`src/rtl/interval_sequencer_pkg.sv`:
```
// Shared types and phase-sequencing helper for the interval sequencer.
// next_phase() folds zero-length or disabled phases into the transition itself.
package interval_pkg;

  localparam int PH_W = 3;

  // Indices into the per-phase duration arrays
  localparam int D_WARM  = 0;
  localparam int D_WORK  = 1;
  localparam int D_REST  = 2;
  localparam int D_COOL  = 3;
  localparam int NUM_DUR = 4;

  typedef enum logic [PH_W-1:0] {
    IDLE     = 3'd0,
    WARMUP   = 3'd1,
    WORK     = 3'd2,
    REST     = 3'd3,
    COOLDOWN = 3'd4,
    FINISH   = 3'd5
  } phase_t;

  // Non-zero flags for the skippable phase durations
  typedef struct packed {
    logic warm;
    logic rest;
    logic cool;
  } phase_len_t;

  typedef struct packed {
    logic warm;
    logic cool;
  } phase_en_t;

  function automatic phase_t next_phase(phase_t cur, logic more_rounds,
                                        phase_len_t nz, phase_en_t en);
    phase_t nxt;
    nxt = IDLE;
    case (cur)
      IDLE:         nxt = (en.warm && nz.warm) ? WARMUP : WORK;
      WARMUP, REST: nxt = WORK;
      WORK: begin
        if (more_rounds) nxt = nz.rest ? REST : WORK;
        else             nxt = (en.cool && nz.cool) ? COOLDOWN : FINISH;
      end
      COOLDOWN:     nxt = FINISH;
      default:      nxt = IDLE;
    endcase
    return nxt;
  endfunction

endpackage

```
`src/rtl/interval_sequencer_if.sv`:
```
// Control/config/status bundle between a session controller and the sequencer.
interface interval_sequencer_if #(
  parameter int TIME_W = 8,
  parameter int CNT_W  = 8
);
  import interval_pkg::*;

  logic              tick;
  logic              start;
  logic              skip;
  logic              pause;
  logic              abort;
  logic [CNT_W-1:0]  cfg_rounds;
  logic [TIME_W-1:0] cfg_work_s;
  logic [TIME_W-1:0] cfg_rest_s;
  logic [TIME_W-1:0] cfg_warm_s;
  logic [TIME_W-1:0] cfg_cool_s;
  logic [PH_W-1:0]   state_out;
  logic [TIME_W-1:0] time_left;
  logic [CNT_W-1:0]  rounds_left;
  logic              paused;
  logic              busy;
  logic              beep_phase_end;
  logic              beep_finish;
  logic              done;

  modport master (
    output tick, start, skip, pause, abort,
    output cfg_rounds, cfg_work_s, cfg_rest_s, cfg_warm_s, cfg_cool_s,
    input  state_out, time_left, rounds_left, paused, busy,
    input  beep_phase_end, beep_finish, done
  );

  modport slave (
    input  tick, start, skip, pause, abort,
    input  cfg_rounds, cfg_work_s, cfg_rest_s, cfg_warm_s, cfg_cool_s,
    output state_out, time_left, rounds_left, paused, busy,
    output beep_phase_end, beep_finish, done
  );

endinterface

```
`src/rtl/interval_sequencer_phase_timer.sv`:
```
// Loadable per-phase seconds down-counter; expire flags the tick that ends the phase.
module phase_timer #(
  parameter int TIME_W = 8
) (
  input  logic              clk,
  input  logic              reset,
  input  logic              tick,
  input  logic              hold,
  input  logic              load,
  input  logic [TIME_W-1:0] load_val,
  output logic [TIME_W-1:0] time_left,
  output logic              expire
);

  localparam logic [TIME_W-1:0] ONE = TIME_W'(1);

  logic [TIME_W-1:0] count_reg, count_next;

  // The count never drops below 1 by itself; the owner reloads it at phase end
  always_comb begin
    count_next = count_reg;
    if (load)
      count_next = load_val;
    else if (tick && !hold && (count_reg > ONE))
      count_next = count_reg - ONE;
  end

  always_ff @(posedge clk or negedge reset) begin
    if (!reset) count_reg <= '0;
    else        count_reg <= count_next;
  end

  assign expire    = tick && !hold && (count_reg == ONE);
  assign time_left = count_reg;

endmodule

```
`src/rtl/interval_sequencer.sv`:
```
// Workout phase sequencer: IDLE -> WARMUP -> (WORK -> REST) x N -> COOLDOWN -> FINISH,
// with pause/resume, skip, abort and registered beep pulses.
module interval_sequencer
  import interval_pkg::*;
#(
  parameter int TIME_W      = 8,
  parameter int CNT_W       = 8,
  parameter int WARMUP_EN   = 1,
  parameter int COOLDOWN_EN = 1
) (
  input logic                clk,
  input logic                reset,
  interval_sequencer_if.slave bus
);

  phase_t            state_reg, state_next, nxt_phase;
  logic [CNT_W-1:0]  rounds_reg, rounds_next;
  logic              paused_reg, paused_next;
  logic              beep_pe_reg, beep_pe_next;
  logic              beep_fin_reg, beep_fin_next;
  logic [TIME_W-1:0] cfg_in  [NUM_DUR];
  logic [TIME_W-1:0] cfg_reg [NUM_DUR];
  logic [TIME_W-1:0] dur_sel [NUM_DUR];
  logic [TIME_W-1:0] entry_time, tmr_load_val, tmr_time;
  logic              in_idle, active, cfg_latch, more_rounds, phase_end;
  logic              tmr_load, tmr_expire;
  phase_len_t        len_nz;
  phase_en_t         ph_en;

  assign in_idle   = (state_reg == IDLE);
  assign active    = (state_reg inside {WARMUP, WORK, REST, COOLDOWN});
  assign cfg_latch = in_idle && bus.start && !bus.abort && (bus.cfg_rounds != '0);

  assign cfg_in[D_WARM] = bus.cfg_warm_s;
  assign cfg_in[D_WORK] = bus.cfg_work_s;
  assign cfg_in[D_REST] = bus.cfg_rest_s;
  assign cfg_in[D_COOL] = bus.cfg_cool_s;

  // While idle the live config decides the first phase; afterwards only the latched copy counts
  generate
    for (genvar gi = 0; gi < NUM_DUR; gi++) begin : g_cfg
      always_ff @(posedge clk or negedge reset) begin
        if (!reset)         cfg_reg[gi] <= '0;
        else if (cfg_latch) cfg_reg[gi] <= cfg_in[gi];
      end
      assign dur_sel[gi] = in_idle ? cfg_in[gi] : cfg_reg[gi];
    end
  endgenerate

  assign len_nz      = {dur_sel[D_WARM] != '0, dur_sel[D_REST] != '0, dur_sel[D_COOL] != '0};
  assign ph_en       = {WARMUP_EN != 0, COOLDOWN_EN != 0};
  assign more_rounds = (rounds_reg > CNT_W'(1));
  assign nxt_phase   = next_phase(state_reg, more_rounds, len_nz, ph_en);
  assign phase_end   = active && !paused_reg && (tmr_expire || bus.skip);

  always_comb begin
    entry_time = '0;
    case (nxt_phase)
      WARMUP:   entry_time = dur_sel[D_WARM];
      WORK:     entry_time = (dur_sel[D_WORK] == '0) ? TIME_W'(1) : dur_sel[D_WORK];
      REST:     entry_time = dur_sel[D_REST];
      COOLDOWN: entry_time = dur_sel[D_COOL];
      default:  entry_time = '0;
    endcase
  end

  phase_timer #(.TIME_W(TIME_W)) u_timer (
    .clk       (clk),
    .reset     (reset),
    .tick      (bus.tick),
    .hold      (paused_reg || !active),
    .load      (tmr_load),
    .load_val  (tmr_load_val),
    .time_left (tmr_time),
    .expire    (tmr_expire)
  );

  always_comb begin
    state_next    = state_reg;
    rounds_next   = rounds_reg;
    paused_next   = paused_reg;
    beep_pe_next  = 1'b0;
    beep_fin_next = 1'b0;
    tmr_load      = 1'b0;
    tmr_load_val  = '0;
    if (bus.abort) begin
      state_next  = IDLE;
      rounds_next = '0;
      paused_next = 1'b0;
      tmr_load    = 1'b1;
    end else if (in_idle) begin
      if (cfg_latch) begin
        state_next   = nxt_phase;
        rounds_next  = bus.cfg_rounds;
        tmr_load     = 1'b1;
        tmr_load_val = entry_time;
      end
    end else if (active) begin
      if (bus.pause) paused_next = !paused_reg;
      if (phase_end) begin
        state_next   = nxt_phase;
        tmr_load     = 1'b1;
        tmr_load_val = entry_time;
        if (state_reg == WORK && rounds_reg != '0) rounds_next = rounds_reg - CNT_W'(1);
        if (nxt_phase == FINISH) begin
          rounds_next   = '0;
          paused_next   = 1'b0;
          beep_fin_next = 1'b1;
        end else begin
          beep_pe_next  = 1'b1;
        end
      end
    end else if (bus.start) begin
      state_next  = IDLE;
      paused_next = 1'b0;
    end
  end

  always_ff @(posedge clk or negedge reset) begin
    if (!reset) begin
      state_reg    <= IDLE;
      rounds_reg   <= '0;
      paused_reg   <= 1'b0;
      beep_pe_reg  <= 1'b0;
      beep_fin_reg <= 1'b0;
    end else begin
      state_reg    <= state_next;
      rounds_reg   <= rounds_next;
      paused_reg   <= paused_next;
      beep_pe_reg  <= beep_pe_next;
      beep_fin_reg <= beep_fin_next;
    end
  end

  assign bus.state_out      = state_reg;
  assign bus.time_left      = tmr_time;
  assign bus.rounds_left    = rounds_reg;
  assign bus.paused         = paused_reg;
  assign bus.busy           = active;
  assign bus.beep_phase_end = beep_pe_reg;
  assign bus.beep_finish    = beep_fin_reg;
  assign bus.done           = (state_reg == FINISH);

endmodule

```
`src/flat_wrapper.sv`:
```
// flat-port wrapper written by rule: the top's interface ports become plain ports
module interval_sequencer_flat import interval_pkg::*;
#(
  parameter int TIME_W      = 8,
  parameter int CNT_W       = 8,
  parameter int WARMUP_EN   = 1,
  parameter int COOLDOWN_EN = 1
)
  (clk, reset, bus_tick, bus_start, bus_skip, bus_pause, bus_abort, bus_cfg_rounds, bus_cfg_work_s, bus_cfg_rest_s, bus_cfg_warm_s, bus_cfg_cool_s, bus_state_out, bus_time_left, bus_rounds_left, bus_paused, bus_busy, bus_beep_phase_end, bus_beep_finish, bus_done);
  interval_sequencer_if #(.TIME_W(TIME_W), .CNT_W(CNT_W)) bus_i ();
  input logic clk;
  input logic reset;
  input wire logic [$bits(bus_i.tick)-1:0] bus_tick;
  input wire logic [$bits(bus_i.start)-1:0] bus_start;
  input wire logic [$bits(bus_i.skip)-1:0] bus_skip;
  input wire logic [$bits(bus_i.pause)-1:0] bus_pause;
  input wire logic [$bits(bus_i.abort)-1:0] bus_abort;
  input wire logic [$bits(bus_i.cfg_rounds)-1:0] bus_cfg_rounds;
  input wire logic [$bits(bus_i.cfg_work_s)-1:0] bus_cfg_work_s;
  input wire logic [$bits(bus_i.cfg_rest_s)-1:0] bus_cfg_rest_s;
  input wire logic [$bits(bus_i.cfg_warm_s)-1:0] bus_cfg_warm_s;
  input wire logic [$bits(bus_i.cfg_cool_s)-1:0] bus_cfg_cool_s;
  output wire logic [$bits(bus_i.state_out)-1:0] bus_state_out;
  output wire logic [$bits(bus_i.time_left)-1:0] bus_time_left;
  output wire logic [$bits(bus_i.rounds_left)-1:0] bus_rounds_left;
  output wire logic [$bits(bus_i.paused)-1:0] bus_paused;
  output wire logic [$bits(bus_i.busy)-1:0] bus_busy;
  output wire logic [$bits(bus_i.beep_phase_end)-1:0] bus_beep_phase_end;
  output wire logic [$bits(bus_i.beep_finish)-1:0] bus_beep_finish;
  output wire logic [$bits(bus_i.done)-1:0] bus_done;
  assign bus_i.tick = bus_tick;
  assign bus_i.start = bus_start;
  assign bus_i.skip = bus_skip;
  assign bus_i.pause = bus_pause;
  assign bus_i.abort = bus_abort;
  assign bus_i.cfg_rounds = bus_cfg_rounds;
  assign bus_i.cfg_work_s = bus_cfg_work_s;
  assign bus_i.cfg_rest_s = bus_cfg_rest_s;
  assign bus_i.cfg_warm_s = bus_cfg_warm_s;
  assign bus_i.cfg_cool_s = bus_cfg_cool_s;
  assign bus_state_out = bus_i.state_out;
  assign bus_time_left = bus_i.time_left;
  assign bus_rounds_left = bus_i.rounds_left;
  assign bus_paused = bus_i.paused;
  assign bus_busy = bus_i.busy;
  assign bus_beep_phase_end = bus_i.beep_phase_end;
  assign bus_beep_finish = bus_i.beep_finish;
  assign bus_done = bus_i.done;
  interval_sequencer #(.TIME_W(TIME_W), .CNT_W(CNT_W), .WARMUP_EN(WARMUP_EN), .COOLDOWN_EN(COOLDOWN_EN)) u_core (.clk(clk), .reset(reset), .bus(bus_i));
endmodule
```
`config.mk`:
```
export PLATFORM = sky130hd
export DESIGN_NAME = interval_sequencer_flat
export DESIGN_NICKNAME = d
export VERILOG_FILES = /design/src/rtl/interval_sequencer_pkg.sv /design/src/rtl/interval_sequencer_if.sv /design/src/rtl/interval_sequencer_phase_timer.sv /design/src/rtl/interval_sequencer.sv /design/src/flat_wrapper.sv
export SDC_FILE = /design/constraint.sdc
export NUM_CORES = 1
export LEC_CHECK = 0
export CORE_UTILIZATION = 52
export CTS_BUF_LIST = sky130_fd_sc_hd__clkbuf_4
export CTS_CLUSTER_DIAMETER = 200
export DETAILED_ROUTE_END_ITERATION = 8
export PLACE_DENSITY_LB_ADDON = 0.05
export SYNTH_ARGS = -nofsm -noshare
export SYNTH_HDL_FRONTEND = slang
export SYNTH_SLANG_ARGS = --single-unit
export TNS_END_PERCENT = 30
```
`constraint.sdc`:
```
create_clock -name clk -period 3 [get_ports clk]
set_clock_uncertainty 0.2 [all_clocks]
set_input_delay 0.6 -clock clk [delete_from_list [all_inputs] [get_ports clk]]
set_output_delay 0.6 -clock clk [all_outputs]
set_load 0.01 [all_outputs]
```
==> out/qor.yml, run 1 <==
synth_nets: 361
tightest_slew_ps: 631
grt_use_total: 0.268
worst_ep_required_time_ps: 3080
viasPerCell: 6.32
ratio_of_cells_with_drive_above_1_in_the_final_layout: 0.190
power.density_nw_per_um2: 901
first_pass_iters: 6
outcome: "finished, final reports clean"
timing.final.max_slew_violations: 0
die-width_um: 78.1
port_buffers: 70
setup.worst_path.class: "flip-flop to flip-flop"
placeableCoreArea_um2: 5540
final_hold_viol_count: 0
crit-reg2reg-capture: "u_core.bus.rounds_left[7]$_DFFE_PN0P_"
ratio_of_final_minimum_period_to_clock_period: 0.934
place_hpwl_um: 6020
cts-buffers-inserted: 5
timing.critical_path.arrival_ps: 2880
clkSinkCount: 48
height_of_the_chip_um: 78.1
crit_path_start_kind: "flip-flop"
finish.net_count: 442
worst_r2r_path_depth: 10
worst_setup_path_endpoint: "u_core.bus.rounds_left[7]$_DFFE_PN0P_"
fin_setup_tns_ps: 0
worst_ir_drop_vdd_mv: 0.521
synth_sequential_area_ratio: 0.399
worst_hold_path_type: "input pin to async pin"
slew_headroom: 0.577
yosys_warnings: 0
distinct_cells_synth: 63
clk_path_buf_depth: 2
clock_insertion_delay_worst_skew_ps: 370
layout.filler_cells: 472
number_of_global_route_vias_before_repair: 2696
synth_top_flop_cell: "dfrtp_1"
pin_count_of_the_biggest_net_entering_global_routing: 49
detail_route.iter0.violations: 185
worstSetupEndpointType: "flip-flop"
grt_overflow: 0
cts_tree: "done"
largest_register_ffs: 26
final_wirelength_um: 7850
syn-instance-count: 309
n_antenna_cell: 0
ys_ff_latch: 48
grt_antenna_before_repair: 0
die-area_um2: 6090
edff_count_synth: 0
drv_cap: 0
intPower_w: 0.00200
reg2reg_setup_slack_ps: 200
synthesis.area_per_instance_um2: 9.73
finalWeightedCongestion: 0.871
total_switching_power_w: 0.00152
power.leakage_nw: 1.57
clock-root-buffer: "clkbuf_4"
floorplan.initialDensity: 0.543
utilization: 0.704
rsz0062_at_grt: "no"
post_drt_wl_per_cell_um: 17.0
hold_buffers: 0
vias: 2922
crit_path_max_fanout: 11
synth_async_sr_flop_share: 1.00
first_pass_grt_wire_length_um: 12700
power.share.combinational: 0.567
synth_area_um2: 3010
top_level_ports: 71
rows: 27
remaining_drc_errors: 0
cts.repair_timing.setup_buffer_count: 0
clock_tree.htree_level_count: 2
timing.rr.start: "u_core.bus.rounds_left[0]$_DFFE_PN0P_"
layout_min_cycle_time_ps: 2800
area_delta_synth_final_pct: 29.7
max_freq_ghz: 0.357
worst_hold_slack_ps: 98.5
p_seq_frac: 0.350
netSwitchingFraction: 0.433
cts.reportedPaths.clkPinSlew_ps: 140
clkPwrFrac: 0.083
startpoint: "u_core.bus.rounds_left[0]$_DFFE_PN0P_"
timing.final.setup_violations: 0
antenna_violating_nets_post_route: 0
## per-stage QoR
stage	instances	total power, W	instance area (um^2)	setup slack [ps]
final	462	0.00352	3900	199
after global routing	462	0.00376	3900	76.7
after CTS	462	0.00349	3900	52.6
after detailed placement	455	0.00319	3850	-89.0
after global placement	455	0.00315	3850	-69.8
after floorplan	309	0.00247	3010	499
## metal layers
metal  wire length [um]  share of wire  GRT usage
met1               3490           0.45      0.375
met3                504          0.064     0.0453
met2               3660           0.47      0.413
met5                  0              0          0
met4                193          0.025      0.106
## cells in the mapped netlist, drive strengths merged, types with 2 or more instances
cell type,count,area (um^2)
nor4,15,115
a22oi,2,15.0
nor3b,4,41.3
or4,2,18.8
nand3,6,30.0
ha,5,62.6
a31oi,10,77.6
and2,2,12.5
dfrtp,48,1200
clkbuf,3,11.3
nand2b,3,18.8
a21o,4,32.5
or3,7,43.8
a211oi,3,22.5
o21ai,16,80.1
buf,13,85.1
o211ai,4,30.0
inv,7,26.3
or3b,2,20.0
a21oi,26,141
o22a,2,17.5
nand2,21,78.8
nor2,19,78.8
o31ai,3,22.5
mux2i,3,30.0
nor3,13,70.1
mux2,26,293
o22ai,4,25.0
or2,4,25.0
nor2b,2,12.5
a41oi,2,25.0
a21boi,2,15.0
and3,6,37.5
a222oi,8,80.1
## cell type report
type                            count  area, um^2  area share
Inverter                            7        26.3     0.00673
Multi-Input combinational cell    238        1690       0.433
Clock inverter                      2        12.5     0.00321
Timing Repair Buffer               90         846       0.217
Tap cell                           72        90.1      0.0231
Sequential cell                    48        1200       0.308
Clock buffer                        5        37.5     0.00962
## layout by cell type (no fill, tap or decap), types with 4 or more instances in the layout
cell type        count
a31oi_1              9
inv_1                7
or3_1                6
buf_4               20
o21ai_0             13
dfrtp_1             48
mux2_2              26
o211ai_1             4
clkbuf_4             5
and3_1               6
nor2_1              18
nor4_1              13
nor3_1              12
nand2_1             21
o22ai_1              4
clkdlybuf4s50_1     69
ha_1                 5
a21oi_1             23
a222oi_1             8
nand3_1              6
## power by group through the flow
stage	sequential [W]	clock, W	combinational, W
finish	0.00123	0.000292	0.00199
detailed placement	0.00124	0	0.00196
global placement	0.00123	0	0.00192
floorplan	0.00119	0	0.00128
CTS	0.00122	0.000294	0.00197
global route	0.00127	0.000324	0.00217
## how the worst min path moves through the flow
stage,to,from,depth (start not counted)
floorplan,u_core.bus.beep_finish$_DFF_PN0_,reset,0
global placement,u_core.cfg_reg[26]$_DFFE_PN0P_,u_core.cfg_reg[26]$_DFFE_PN0P_,1
detailed placement,u_core.cfg_reg[26]$_DFFE_PN0P_,u_core.cfg_reg[26]$_DFFE_PN0P_,1
CTS,u_core.bus.rounds_left[0]$_DFFE_PN0P_,reset,2
global route,u_core.bus.rounds_left[1]$_DFFE_PN0P_,reset,2
finish,u_core.bus.rounds_left[0]$_DFFE_PN0P_,reset,2
## cells by family (layout without fill, tap and decap cells)
logic type / Yosys count / in the layout / share of synthesized area
buffers and inverters: 23 / 104 / 0.0408
multiplexers: 29 / 29 / 0.107
AO/OA/AOI/OAI: 94 / 94 / 0.218
AND/OR/NAND/NOR: 110 / 110 / 0.213
flip-flops: 48 / 48 / 0.399
adder cells (fa/ha/maj): 5 / 5 / 0.0208
## repair_timing
action	in CTS	in global routing
setup endpoints to repair	0	1
endpoints found under the hold margin	0	0
resized for setup	0	1
## worst max-delay path, stage by stage, from the launching register on
cell	delay (ps)
dfrtp_1	480
inv_1	100
ha_1	240
or2_2	370
nand4_2	190
a21oi_1	120
or3_1	340
buf_4	190
nor2b_1	220
a22oi_1	100
o21ai_0	170
Note: power is estimated with default switching activity, not from simulation.
==> run 2, diff against run 1 <==
- PLACE_DENSITY: default -> 0.83
- PLACE_DENSITY_LB_ADDON: 0.05 -> default
- SKIP_LAST_GASP: default -> 1
==> out/qor.yml, run 2 (synthesis results as in run 1) <==
outcome: "finished, final reports clean"
placeableCoreArea_um2: 5540
worst_ep_required_time_ps: 2200
worst_ir_drop_vdd_mv: 0.449
clock_tree.htree_level_count: 2
cts_tree: "done"
power.leakage_nw: 1.57
power.density_nw_per_um2: 915
grt_antenna_before_repair: 0
cts_resized: 0
cpMaxStageDelayCell: "or3_1"
clock_insertion_delay_worst_skew_ps: 380
die-area_um2: 6090
clk_path_buf_depth: 2
rsz0062_at_grt: "no"
number_of_global_route_vias_before_repair: 2798
detail_route.iter0.violations: 245
viasPerCell: 6.38
finalWeightedCongestion: 0.898
grt_overflow: 0
antenna_violating_nets_post_route: 0
timing.critical_path.arrival_ps: 2140
height_of_the_chip_um: 78.1
first_pass_grt_wire_length_um: 13100
vias: 2933
final_wirelength_um: 8020
largest_register_ffs: 26
multiInputGateArea_um2: 1680
ratio_of_cells_with_drive_above_1_in_the_final_layout: 0.180
layout.filler_cells: 431
timing.final.max_slew_violations: 0
grt_use_total: 0.276
tightest_slew_ps: 589
layout.cells.most_common: "clkdlybuf4s50_1"
ratio_of_final_minimum_period_to_clock_period: 0.979
crit_path_max_fanout: 10
post_drt_wl_per_cell_um: 17.4
timing.critical_path.buf_inv: 1
crit_path_start_kind: "flip-flop"
place_hpwl_um: 6140
layout.cells.most_common_list: "clkdlybuf4s50_1, dfrtp_1, mux2_2"
timing.final.setup_violations: 0
area_delta_synth_final_pct: 30.3
clkSinkCount: 48
cts-buffers-inserted: 5
final_hold_viol_count: 0
pin_count_of_the_biggest_net_entering_global_routing: 49
slew_headroom: 0.605
drv_cap: 0
register_area_um2: 1200
port_buffers: 70
rows: 27
cts.reportedPaths.clkPinSlew_ps: 120
cts.repair_timing.setup_buffer_count: 0
top_level_ports: 71
layout_min_cycle_time_ps: 2940
finish.net_count: 439
worst_hold_path_type: "flip-flop to flip-flop"
max_freq_ghz: 0.341
hold_buffers: 1
n_antenna_cell: 0
preCtsSetupSlack_ps: -86.7
clock-root-buffer: "clkbuf_4"
cpPeakStageDelay_ps: 580
critical_path.cell_chain: "or3_1, and2_1, clkdlybuf4s50_1"
setup.worst_path.class: "flip-flop to output pin"
remaining_drc_errors: 0
placed_cell_area_um2: 3830
finalInstanceArea_um2: 3920
first_pass_iters: 5
floorplan.initialDensity: 0.543
die-width_um: 78.1
worstSetupEndpointType: "output pin"
setup_ws_ps: 63.5
cpLargestDelayFamily: "simple AND/OR/NAND/NOR gates"
## run 2: power breakdown
part / internal, W / switching, W / total [W] / leakage, nW
Sequential: 0.000923 / 0.000307 / 0.00123 / 0.595
Combinational: 0.000955 / 0.00102 / 0.00197 / 0.936
Clock: 0.000174 / 0.000212 / 0.000387 / 0.0428
Total: 0.00205 / 0.00154 / 0.00359 / 1.57
## run 2: stage by stage
stage	utilization	TNS (ps)	cells	total power, W	hold slack [ps]
6_report	0.708	0	460	0.00359	322
5_1_grt	0.708	0	460	0.00383	349
4_1_cts	0.708	0	460	0.00356	325
3_5_place_dp	0.691	-237	451	0.00318	295
3_3_place_gp	0.691	-16.8	451	0.00310	288
2_1_floorplan	-	0	309	0.00247	104
## run 2: layout make-up
type                    instances  share of cell area
multi-input cells             238               0.430
inverters                       7             0.00670
repair buffers                 87               0.214
well taps                      72              0.0230
clock buffers                   5             0.00958
flip-flops and latches         48               0.306
clock inverters                 3              0.0109
## run 2: per-layer routing
metal	track usage	share of wire
met3	0.0570	0.074
met4	0.120	0.023
met2	0.446	0.48
met5	0	0
met1	0.358	0.42
## run 2: worst paths after layout
path / from / to / slack (ps) / depth (start not counted)
max reg2reg: u_core.u_timer.time_left[4]$_DFFE_PN0P_ / u_core.u_timer.time_left[1]$_DFFE_PN0P_ / 270 / 6
max in group asynchronous: reset / u_core.bus.state_out[2]$_DFFE_PN0P_ / 1830 / 3
min: u_core.cfg_reg[16]$_DFFE_PN0P_ / u_core.cfg_reg[16]$_DFFE_PN0P_ / 320 / 1
max: u_core.bus.state_out[1]$_DFFE_PN0P_ / bus_busy / 60 / 3
min in group asynchronous: reset / u_core.bus.rounds_left[5]$_DFFE_PN0P_ / 510 / 3
min reg2reg: u_core.cfg_reg[16]$_DFFE_PN0P_ / u_core.cfg_reg[16]$_DFFE_PN0P_ / 320 / 1
==> run 3, diff against run 2 <==
- CORE_UTILIZATION: 52 -> 56
- PLACE_DENSITY: 0.83 -> 0.88
- clock period: 3 -> 3.6 ns (I/O delays scaled with it)
==> out/qor.yml, run 3 (synthesis results as in run 1) <==
timing.critical_path.arrival_ps: 2290
worst_ir_drop_vdd_mv: 0.531
finish.net_count: 426
power.density_nw_per_um2: 751
floorplan.initialDensity: 0.585
clock-root-buffer: "clkbuf_4"
worstSetupEndpointType: "output pin"
grt_overflow: 0
number_of_global_route_vias_before_repair: 2659
hold_buffers: 0
clock_insertion_delay_worst_skew_ps: 380
global_route.usage.met2: 0.474
drv_cap: 0
ratio_of_cells_with_drive_above_1_in_the_final_layout: 0.155
final_hold_viol_count: 0
remaining_drc_errors: 0
grtUsageMet1: 0.381
cts_resized: 0
cts_tree: "done"
crit_path_start_kind: "flip-flop"
vias: 2839
outcome: "finished, final reports clean"
worst_hold_path_type: "input pin to async pin"
cts.reportedPaths.clkPinSlew_ps: 150
place_hpwl_um: 5910
die-width_um: 75.3
setup.worst_path.class: "flip-flop to output pin"
finalWeightedCongestion: 0.879
final_wirelength_um: 7740
viasPerCell: 6.38
power.leakage_nw: 1.50
finalInstanceArea_um2: 3780
slew_headroom: 0.294
top_usage_layer: "met2"
die-area_um2: 5670
top_level_ports: 71
grt_antenna_before_repair: 0
max_freq_ghz: 0.312
tightest_slew_ps: 1060
detail_route.iter0.violations: 304
clk_path_buf_depth: 2
cts.repair_timing.setup_buffer_count: 0
worst_ep_required_time_ps: 2680
port_buffers: 70
grt_use_met3: 0.0582
layout.cells.most_common: "clkdlybuf4s50_1"
rsz0062_at_grt: "no"
cts-buffers-inserted: 5
n_antenna_cell: 0
reg2reg_setup_slack_ps: 650
utilization: 0.736
antenna_violating_nets_post_route: 0
first_pass_grt_wire_length_um: 12300
timing.final.max_slew_violations: 0
fin_setup_tns_ps: 0
ratio_of_final_minimum_period_to_clock_period: 0.891
area_delta_synth_final_pct: 25.7
placeableCoreArea_um2: 5140
pin_count_of_the_biggest_net_entering_global_routing: 49
crit_path_max_fanout: 22
grt_use_total: 0.289
height_of_the_chip_um: 75.3
timing.final.setup_violations: 0
clock_tree.htree_level_count: 2
placed_cell_area_um2: 3720
clkSinkCount: 48
rows: 26
layout.cells.most_common_list: "clkdlybuf4s50_1, dfrtp_1, mux2_2"
first_pass_iters: 8
layout.filler_cells: 408
post_drt_wl_per_cell_um: 17.4
layout_min_cycle_time_ps: 3210
largest_register_ffs: 26
==> run 3: cell types whose count changed in the layout (fill, tap and decap cells not counted), sizes merged <==
cell         previous run  this run
bufinv                  1         0
clkinv                  2         1
clkbuf                  5         7
buf                    17         5
dlygate4sd3             1         0
==> run 3: worst paths after layout <==
check	depth (start not counted)	end	start
max	3	bus_busy	u_core.bus.state_out[2]$_DFFE_PN0P_
max in group asynchronous	1	u_core.bus.state_out[2]$_DFFE_PN0P_	reset
min in group clk	1	u_core.cfg_reg[16]$_DFFE_PN0P_	u_core.cfg_reg[16]$_DFFE_PN0P_
min	1	u_core.bus.rounds_left[0]$_DFFE_PN0P_	reset
max reg2reg	7	u_core.bus.rounds_left[1]$_DFFE_PN0P_	u_core.u_timer.time_left[4]$_DFFE_PN0P_
min reg2reg	1	u_core.cfg_reg[16]$_DFFE_PN0P_	u_core.cfg_reg[16]$_DFFE_PN0P_
==> run 3: layout make-up <==
cell class              count  area (um^2)  share of cell area
clock inverters             1         3.75            0.000993
well taps                  70         87.6              0.0232
inverters                   7         26.3             0.00695
multi-input cells         238         1680               0.445
flip-flops and latches     48         1200               0.318
clock buffers               7         52.6              0.0139
repair buffers             74          726               0.192
==> run 3: worst max-delay path: stages (launching register included) <==
cell and delay, ps:
dfrtp_1 760, or3_1 450, and2_1 190, clkdlybuf4s50_1 530
==> run 3: layer usage <==
metal / up-vias / wire length, um
met5: - / 0
met4: 0 / 150
met3: 14 / 646
met2: 142 / 3790
met1: 1353 / 3160
li1: 1330 / -
==> run 3: power breakdown <==
group	total, W	switching (W)	internal [W]
sequential	0.00104	0.000267	0.000769
combinational	0.00155	0.000803	0.000743
clock	0.000258	0.000167	0.0000905
total	0.00284	0.00124	0.00160
==> run 3: stage by stage <==
stage | hold WS (ps) | total power, W | cells | setup WS, ps
after floorplan | 224 | 0.00206 | 309 | 1020
after global placement | 290 | 0.00251 | 437 | 302
after detailed placement | 296 | 0.00257 | 437 | 254
after CTS | 325 | 0.00282 | 445 | 400
after global routing | 343 | 0.00306 | 445 | 286
final | 294 | 0.00284 | 445 | 392
